$ cat src/rtl/sensor_debounce_bank_pkg.sv
// Shared constants and types for the sensor debounce bank.
// Default timing windows are derived from the 50 MHz system clock.
package sensor_debounce_bank_pkg;

  localparam int unsigned SYS_CLK_HZ              = 32'd50_000_000;
  localparam int unsigned DEFAULT_DEBOUNCE_CYCLES = SYS_CLK_HZ / 32'd1000;
  localparam int unsigned DEFAULT_STUCK_CYCLES    = SYS_CLK_HZ * 32'd10;

  localparam int unsigned CH_BOWL    = 32'd0;
  localparam int unsigned CH_STORAGE = 32'd1;

  typedef struct packed {
    logic level;
    logic rise;
    logic fall;
    logic sticky;
    logic stuck;
  } ch_out_t;

endpackage

$ cat src/rtl/sensor_debounce_bank_channel.sv
// One conditioned sensor channel: synchroniser, polarity, debounce, edges, sticky.
// Optional stuck-active detector is built only when SENSOR_STUCK_DET_EN is defined.
module debounce_channel
  import sensor_debounce_bank_pkg::*;
#(
  parameter int unsigned DEBOUNCE_CYCLES = DEFAULT_DEBOUNCE_CYCLES,
  parameter logic        ACTIVE_LOW      = 1'b1,
  parameter int unsigned STUCK_CYCLES    = DEFAULT_STUCK_CYCLES
) (
  input  logic    clk,
  input  logic    rst,
  input  logic    raw_i,
  input  logic    clr_i,
  output ch_out_t out_o
);

  localparam int unsigned CNT_W = $clog2(DEBOUNCE_CYCLES + 1);

  logic             sync1_q, sync2_q;
  logic             sample;
  logic [CNT_W-1:0] cnt_q, cnt_d, cnt_inc;
  logic             level_q, level_d;
  logic             rise_q, rise_d;
  logic             fall_q, fall_d;
  logic             sticky_q, sticky_d;
  logic             stuck;

  // Debounce next-state: count cycles of disagreement, restart on any agreement.
  always_comb begin
    sample   = sync2_q ^ ACTIVE_LOW;
    cnt_inc  = cnt_q + CNT_W'(1);
    cnt_d    = {CNT_W{1'b0}};
    level_d  = level_q;
    rise_d   = 1'b0;
    fall_d   = 1'b0;
    if (sample != level_q) begin
      if (cnt_inc == CNT_W'(DEBOUNCE_CYCLES)) begin
        level_d = ~level_q;
        rise_d  = ~level_q;
        fall_d  = level_q;
        cnt_d   = {CNT_W{1'b0}};
      end else begin
        cnt_d = cnt_inc;
      end
    end else begin
      cnt_d = {CNT_W{1'b0}};
    end
    // A rise being presented beats a clear arriving in the same cycle.
    sticky_d = rise_q | (sticky_q & ~clr_i);
  end

  // Channel state registers; sync stages reset to the inactive pin level.
  always_ff @(posedge clk) begin
    if (rst) begin
      sync1_q  <= ACTIVE_LOW;
      sync2_q  <= ACTIVE_LOW;
      cnt_q    <= {CNT_W{1'b0}};
      level_q  <= 1'b0;
      rise_q   <= 1'b0;
      fall_q   <= 1'b0;
      sticky_q <= 1'b0;
    end else begin
      sync1_q  <= raw_i;
      sync2_q  <= sync1_q;
      cnt_q    <= cnt_d;
      level_q  <= level_d;
      rise_q   <= rise_d;
      fall_q   <= fall_d;
      sticky_q <= sticky_d;
    end
  end

`ifdef SENSOR_STUCK_DET_EN
  localparam int unsigned STK_W = $clog2(STUCK_CYCLES + 1);

  logic [STK_W-1:0] stk_cnt_q, stk_cnt_d;
  logic             stuck_q, stuck_d;

  // Saturating active-time counter; stuck drops on the same edge the level falls.
  always_comb begin
    stk_cnt_d = {STK_W{1'b0}};
    if (level_q) begin
      if (stk_cnt_q == STK_W'(STUCK_CYCLES)) begin
        stk_cnt_d = stk_cnt_q;
      end else begin
        stk_cnt_d = stk_cnt_q + STK_W'(1);
      end
    end else begin
      stk_cnt_d = {STK_W{1'b0}};
    end
    stuck_d = level_d & (stuck_q | (level_q & (stk_cnt_d == STK_W'(STUCK_CYCLES))));
  end

  // Stuck detector registers.
  always_ff @(posedge clk) begin
    if (rst) begin
      stk_cnt_q <= {STK_W{1'b0}};
      stuck_q   <= 1'b0;
    end else begin
      stk_cnt_q <= stk_cnt_d;
      stuck_q   <= stuck_d;
    end
  end

  assign stuck = stuck_q;
`else
  assign stuck = 1'b0;
`endif

  assign out_o = '{level: level_q, rise: rise_q, fall: fall_q, sticky: sticky_q, stuck: stuck};

endmodule

$ cat src/rtl/sensor_debounce_bank.sv
// N-channel presence-sensor conditioner; stuck detection needs SENSOR_STUCK_DET_EN.
// Channels are independent; the bank only adds the any-active summary.
module sensor_debounce_bank
  import sensor_debounce_bank_pkg::*;
#(
  parameter int unsigned       N_CH            = 32'd2,
  parameter int unsigned       DEBOUNCE_CYCLES = DEFAULT_DEBOUNCE_CYCLES,
  parameter logic [N_CH-1:0]   ACTIVE_LOW      = {N_CH{1'b1}},
  parameter int unsigned       STUCK_CYCLES    = DEFAULT_STUCK_CYCLES
) (
  input  logic            clk,
  input  logic            rst,
  input  logic [N_CH-1:0] raw_i,
  input  logic [N_CH-1:0] clr_i,
  output logic [N_CH-1:0] level_o,
  output logic [N_CH-1:0] rise_o,
  output logic [N_CH-1:0] fall_o,
  output logic [N_CH-1:0] sticky_o,
  output logic            any_active_o,
  output logic [N_CH-1:0] stuck_o
);

  ch_out_t ch_out [N_CH];

  for (genvar i = 0; i < N_CH; i++) begin : g_ch
    debounce_channel #(
      .DEBOUNCE_CYCLES (DEBOUNCE_CYCLES),
      .ACTIVE_LOW      (ACTIVE_LOW[i]),
      .STUCK_CYCLES    (STUCK_CYCLES)
    ) u_chan (
      .clk   (clk),
      .rst   (rst),
      .raw_i (raw_i[i]),
      .clr_i (clr_i[i]),
      .out_o (ch_out[i])
    );

    assign level_o[i]  = ch_out[i].level;
    assign rise_o[i]   = ch_out[i].rise;
    assign fall_o[i]   = ch_out[i].fall;
    assign sticky_o[i] = ch_out[i].sticky;
    assign stuck_o[i]  = ch_out[i].stuck;
  end

  assign any_active_o = |level_o;

endmodule

$ cat config.mk
export PLATFORM = sky130hd
export DESIGN_NAME = sensor_debounce_bank
export DESIGN_NICKNAME = d
export VERILOG_FILES = /design/src/rtl/sensor_debounce_bank_pkg.sv /design/src/rtl/sensor_debounce_bank_channel.sv /design/src/rtl/sensor_debounce_bank.sv
export SDC_FILE = /design/constraint.sdc
export NUM_CORES = 1
export LEC_CHECK = 0
export CAP_MARGIN = 20
export CORE_AREA = 2 2 67 69
export DETAILED_ROUTE_END_ITERATION = 10
export DIE_AREA = 0 0 69 71
export PLACE_DENSITY_LB_ADDON = 0.08
export SLEW_MARGIN = 20
export SYNTH_ARGS = -nofsm -noshare
export SYNTH_HDL_FRONTEND = slang
export SYNTH_HIERARCHICAL = 1
export SYNTH_SLANG_ARGS = --single-unit
$ cat constraint.sdc
create_clock -name clk -period 3.1 [get_ports clk]
set_input_delay 0.62 -clock clk [delete_from_list [all_inputs] [get_ports clk]]
set_output_delay 0.62 -clock clk [all_outputs]
set_load 0.05 [all_outputs]
== Word-level counts from Yosys, hierarchy flattened ==
Cells that the tools add are included.

* Register bits after elaboration: 44
* Input bits: 6
* Output and inout port bits: 11
* Word-level logic and storage cells: 41

* $add $sub $neg: 2
* Eq/ne operators: 4
* Bitwise operators: 14
* Reductions and logical operators: 7

{| class="wikitable"
|+ Operators by type and width
! operator !! number
|-
| adder 16 x 1 -> 16 bit (second input constant) || 2
|-
| equality test 16 bit (second input constant) || 2
|-
| OR reduction 3 bit || 4
|-
| inverter 1 bit || 10
|-
| AND reduction 2 bit || 2
|-
| bitwise AND 1 bit || 2
|-
| != test 1 bit || 2
|-
| bitwise OR 1 bit || 2
|-
| OR reduction 2 bit || 1
|}

== Longest topological paths before layout ==
* Depth after elaboration: 4
* Mapped depth: 8

== By module ==
The synthesis kept the hierarchy.

{| class="wikitable"
|+ By module, submodules not included
! module !! times used !! cells an instance !! area an instance (µm²) !! sequential area each (µm²)
|-
| debounce_channel || 2 || 124 || 1,088.5 || 440.4
|-
| sensor_debounce_bank || 1 || 1 || 6.3 || 0.0
|}

== Worst setup path after synthesis ==
No wires, ideal clock.

* Kind: register to register
* Start point: register g_ch[0].u_chan.cnt_q[0]
* End point: register g_ch[0].u_chan.level_q
* Arrival time: 2,203 ps
* Data required time: 2,977 ps
* Path slack: 773 ps
* Cell stages (with the launch flop): 8
* Buffers on the path: 0
* Period minus slack after synthesis: 2,327 ps
* Path through: dfxtp_1 > ha_1 > nand4_1 > or4_4 > or3_1 > a21boi_4 > nor3_2 > mux2_1

* Cells in the longest elaborated chain, start to end: 3

{| class="wikitable"
|+ RTL lines
! item !! line !! text
|-
| start, declared || sensor_debounce_bank_channel.sv:21 || <nowiki>logic [CNT_W-1:0] cnt_q, cnt_d, cnt_inc;</nowiki>
|-
| start signal, assigned || sensor_debounce_bank_channel.sv:57 || <nowiki>cnt_q <= {CNT_W{1'b0}};</nowiki>
|-
| start signal, assigned || sensor_debounce_bank_channel.sv:65 || <nowiki>cnt_q <= cnt_d;</nowiki>
|-
| adder 16 x 1 -> 16 bit || sensor_debounce_bank_channel.sv:31 || <nowiki>cnt_inc = cnt_q + CNT_W'(1);</nowiki>
|-
| equality test 16 bit || sensor_debounce_bank_channel.sv:37 || <nowiki>if (cnt_inc == CNT_W'(DEBOUNCE_CYCLES)) begin</nowiki>
|-
| AND reduction 2 bit (no line) || n/a ||
|-
| end signal, assigned || sensor_debounce_bank_channel.sv:66 || <nowiki>level_q <= level_d;</nowiki>
|-
| end, declared || sensor_debounce_bank_channel.sv:22 || <nowiki>logic level_q, level_d;</nowiki>
|}

No other way between the ends.
A chain may end at the register's enable or synchronous reset.

== Worst setup path in the final report ==
* Start point: register g_ch[1].u_chan.cnt_q[0]
* End point: register g_ch[1].u_chan.cnt_q[4]

* Cells in the longest elaborated chain, start to end: 3

{| class="wikitable"
|+ RTL lines
! item !! line
|-
| start, declared || sensor_debounce_bank_channel.sv:21
|-
| start signal, assigned || sensor_debounce_bank_channel.sv:57
|-
| start signal, assigned || sensor_debounce_bank_channel.sv:65
|-
| adder 16 x 1 -> 16 bit * || sensor_debounce_bank_channel.sv:31
|-
| equality test 16 bit || sensor_debounce_bank_channel.sv:37
|-
| OR reduction 3 bit (no line) || n/a
|}

Every way passes the cells marked *; elsewhere a longest branch is shown, timed or not.

==> run metrics <==
arrival time worst endpoint between 2 and 3 ns; EDFF count, synth 0; vias ~1,600; CTS resizes 0; crit path cell chain ha_1 -> nand4_1 -> or4_4 -> or3_1 -> a21boi_4 -> o21ai_2 -> nor2_1; Design Power 0.000903 W; clk_lat worst skew ~0.28 ns; P_sw 0.000180 W; number of port buffers 14; PwrDens 386 nW/um2; htree depth 2; Final Net Count 262; HP Class reg2reg; asr flop ratio synth 0%; core area approximately 4200 um2; clk root buf clkbuf_8; largest net degree at the start of global routing 14; reg2reg start g_ch[1].u_chan/cnt_q[0]$_SDFF_PP0_; Seq pwr share 63.1%; reg-to-reg critical path endpoint g_ch[1].u_chan/cnt_q[4]$_SDFF_PP0_; measured slew at the worst slew-check pin roughly 0.58 ns; internal power around 0.00072 W; TritonCTS buffer count 5; commonest non-fill, non-tap cell in the layout dfxtp_1; Synth cell types 39; first-pass GRT wire length 6250 um; RSZ-0062 raised after global routing no; Synth top area share 40.3%; Post-Syn Nets about 260; post-route setup TNS 0 ns; Final WS setup about 0.52 ns; chip height just over 70 um; CP top delay family simple AND/OR/NAND/NOR gates; WP buf/inv 0; crit share post-route between 80% and 90%; Detailed Route Iter0 Violations 83; Layout Utilization 55.7%; Rows 24; Main synth FF type dfxtp_1; DIE WIDTH 69 um; First-pass DRT Iterations 4; Setup-failing EPs final 0; Combinational Power Share 2.5%; clock share of power 34.4%; fin. max-slew vios 0; switching fraction of total power around 20%; most frequent cells in the layout dfxtp_1 (44), nor2_1 (40), nand2_1 (16), xnor2_1 (16), clkdlybuf4s50_1 (14); dpl ws between 0.5 and 0.6 ns; CP Max Fanout 13; Critical path origin g_ch[1].u_chan/cnt_q[0]$_SDFF_PP0_; number of primary I/O pins 17; Fin. Hold Viols 0; share of layout cells above drive strength 1 9.13%; Tot GR Track Use 15.7%; GRT overflow 0; CTS Hold Bufs 0; FF+latch count, synth 44; Worst path depth 7; slowest CP cell or4_4; CP Data Required Time roughly 3.3 ns; Layout fillers 398; hpwl dp 2650 um; Routed Antenna Nets 0; Max-Cap Viols 0; drt drc 0; Fmax 388 MHz; Avg Cell Area, Syn roughly 8.8 um2; Reg2Reg Depth 7; CTS tree done; Slew headroom 61.5%; Worst IR Drop VDD approximately 0.16 mV; Leakage between 0.7 and 0.8 nW; sequential cell area ~880 um2; mapped cell area 2180 um2; Seq/Total Area, Yosys about two fifths; reg-to-reg slack, setup 0.52 ns; die area 4900 um2; Worst Setup End Kind register; multi-input logic area 1160 um2; routability cong. a little under 0.8; outcome completed; P&R area growth vs syn 7.28%; drt wl/cell approximately 12 um; Startpoint Class register; Synth area leaders dfxtp_1 (40%), nor2_1 (6.9%), xnor2_1 (6.4%), buf_4 (4.8%), xor2_1 (3.2%); critical path type reg2reg; Via density 5.29; Clock Skew between 0.003 and 0.004 ns; clock-pin slew of the registers on the worst-case setup and hold paths 0.07 ns; post-CTS setup buffer count 0; # clock sinks 44; Yosys warnings 6; max incr delay on CP 0.49 ns; Max clock buf depth 2; Synth area leader dfxtp_1; Starting Density 51.9%; antenna diode count 0; minimum clock period 2.58 ns; Post-Synthesis Cells 249; CP endpoint g_ch[1].u_chan/cnt_q[4]$_SDFF_PP0_; antenna violations before repair 0; vias in the first global route 1,466; Routed WL 3540 um
power groups by stage:
| stage | sequential (W) | clock [W] | combinational, W |
|---|---|---|---|
| 4_1_cts | 0.000569 | 0.000334 | 0.0000229 |
| 5_1_grt | 0.000570 | 0.000352 | 0.0000250 |
| 2_1_floorplan | 0.000582 | 0 | 0.0000160 |
| 3_3_place_gp | 0.000583 | 0 | 0.0000228 |
| 3_5_place_dp | 0.000583 | 0 | 0.0000228 |
| 6_report | 0.000570 | 0.000311 | 0.0000226 |
logic make-up after synthesis:
family                     after synthesis  synth area share [%]
AOI/OAI and AO/OA                       28                  9.51
xor gates and xnor gates                24                  9.63
adders and majority gates                2                  1.15
buffers and inverters                   24                  6.65
DFF                                     44                  40.3
muxes                                    4                  1.95
other                                    2                 0.344
and+or+nand+nor                        121                  30.4
synthesized netlist by cell type, types with 4 or more instances:
cell type and number:
o21ai_1 4, nor4_1 4, xor2_1 8, nand3b_1 4, xnor2_1 16, or2_2 4
or4_4 4, nand3_1 8, a21oi_1 8, or3_1 6, inv_1 8, o21ai_0 4
nand4_1 8, nand2b_1 4, nor2_1 40, buf_4 14, and3_1 6, nand2_1 16
dfxtp_1 44
metal layers:
layer  track usage [%]  up-vias  part of all wire, %
met1              18.7      732                   48
li1                  -      853                    -
met5                 0        -                    0
met3              4.42        8                  2.9
met2              26.2       16                   47
met4              7.41        0                  2.3
final cells by class:
cell class / count / share of cell area, %
clock buffer: 5 / 2.94
inverter: 8 / 1.28
multi-input combinational: 181 / 49.4
sequential: 44 / 37.6
tap: 52 / 2.78
timing repair buffer: 14 / 5.98
stage by stage:
step | cells | hold slack, ns | cell area, um2
floorplan | 249 | 0.389 | 2180
global placement | 299 | 0.392 | 2270
detailed placement | 299 | 0.397 | 2270
CTS | 304 | 0.417 | 2340
global route | 304 | 0.420 | 2340
finish | 304 | 0.411 | 2340
how the worst min path moves through the flow:
stage                                                 start                                 to  slack (ns)  cells past startpoint
after global placement    g_ch[1].u_chan/sync1_q$_SDFF_PP1_  g_ch[1].u_chan/sync2_q$_SDFF_PP1_        0.39                      1
after floorplan           g_ch[0].u_chan/sync1_q$_SDFF_PP1_  g_ch[0].u_chan/sync2_q$_SDFF_PP1_        0.39                      1
after global routing      g_ch[1].u_chan/sync1_q$_SDFF_PP1_  g_ch[1].u_chan/sync2_q$_SDFF_PP1_        0.42                      1
after detailed placement  g_ch[0].u_chan/sync1_q$_SDFF_PP1_  g_ch[0].u_chan/sync2_q$_SDFF_PP1_        0.40                      1
after CTS                 g_ch[1].u_chan/sync1_q$_SDFF_PP1_  g_ch[1].u_chan/sync2_q$_SDFF_PP1_        0.42                      1
final                     g_ch[1].u_chan/sync1_q$_SDFF_PP1_  g_ch[1].u_chan/sync2_q$_SDFF_PP1_        0.41                      1
worst register-to-register path, stage by stage, from the launching register on:
cell and delay (ns):
dfxtp_1 0.37, ha_1 0.26, nand4_1 0.18, or4_4 0.49, or3_1 0.39, a21boi_4 0.16
o21ai_2 0.49, nor2_1 0.10
state kept, by name (all words and copies together) (netlist names):
name and flops:
g_ch.u_chan/rise_q 2, g_ch.u_chan/sync2_q 2, g_ch.u_chan/sticky_q 2, g_ch.u_chan/level_q 2, g_ch.u_chan/fall_q 2, g_ch.u_chan/sync1_q 2, g_ch.u_chan/cnt_q 32
Power figures use the tool's default switching activity.
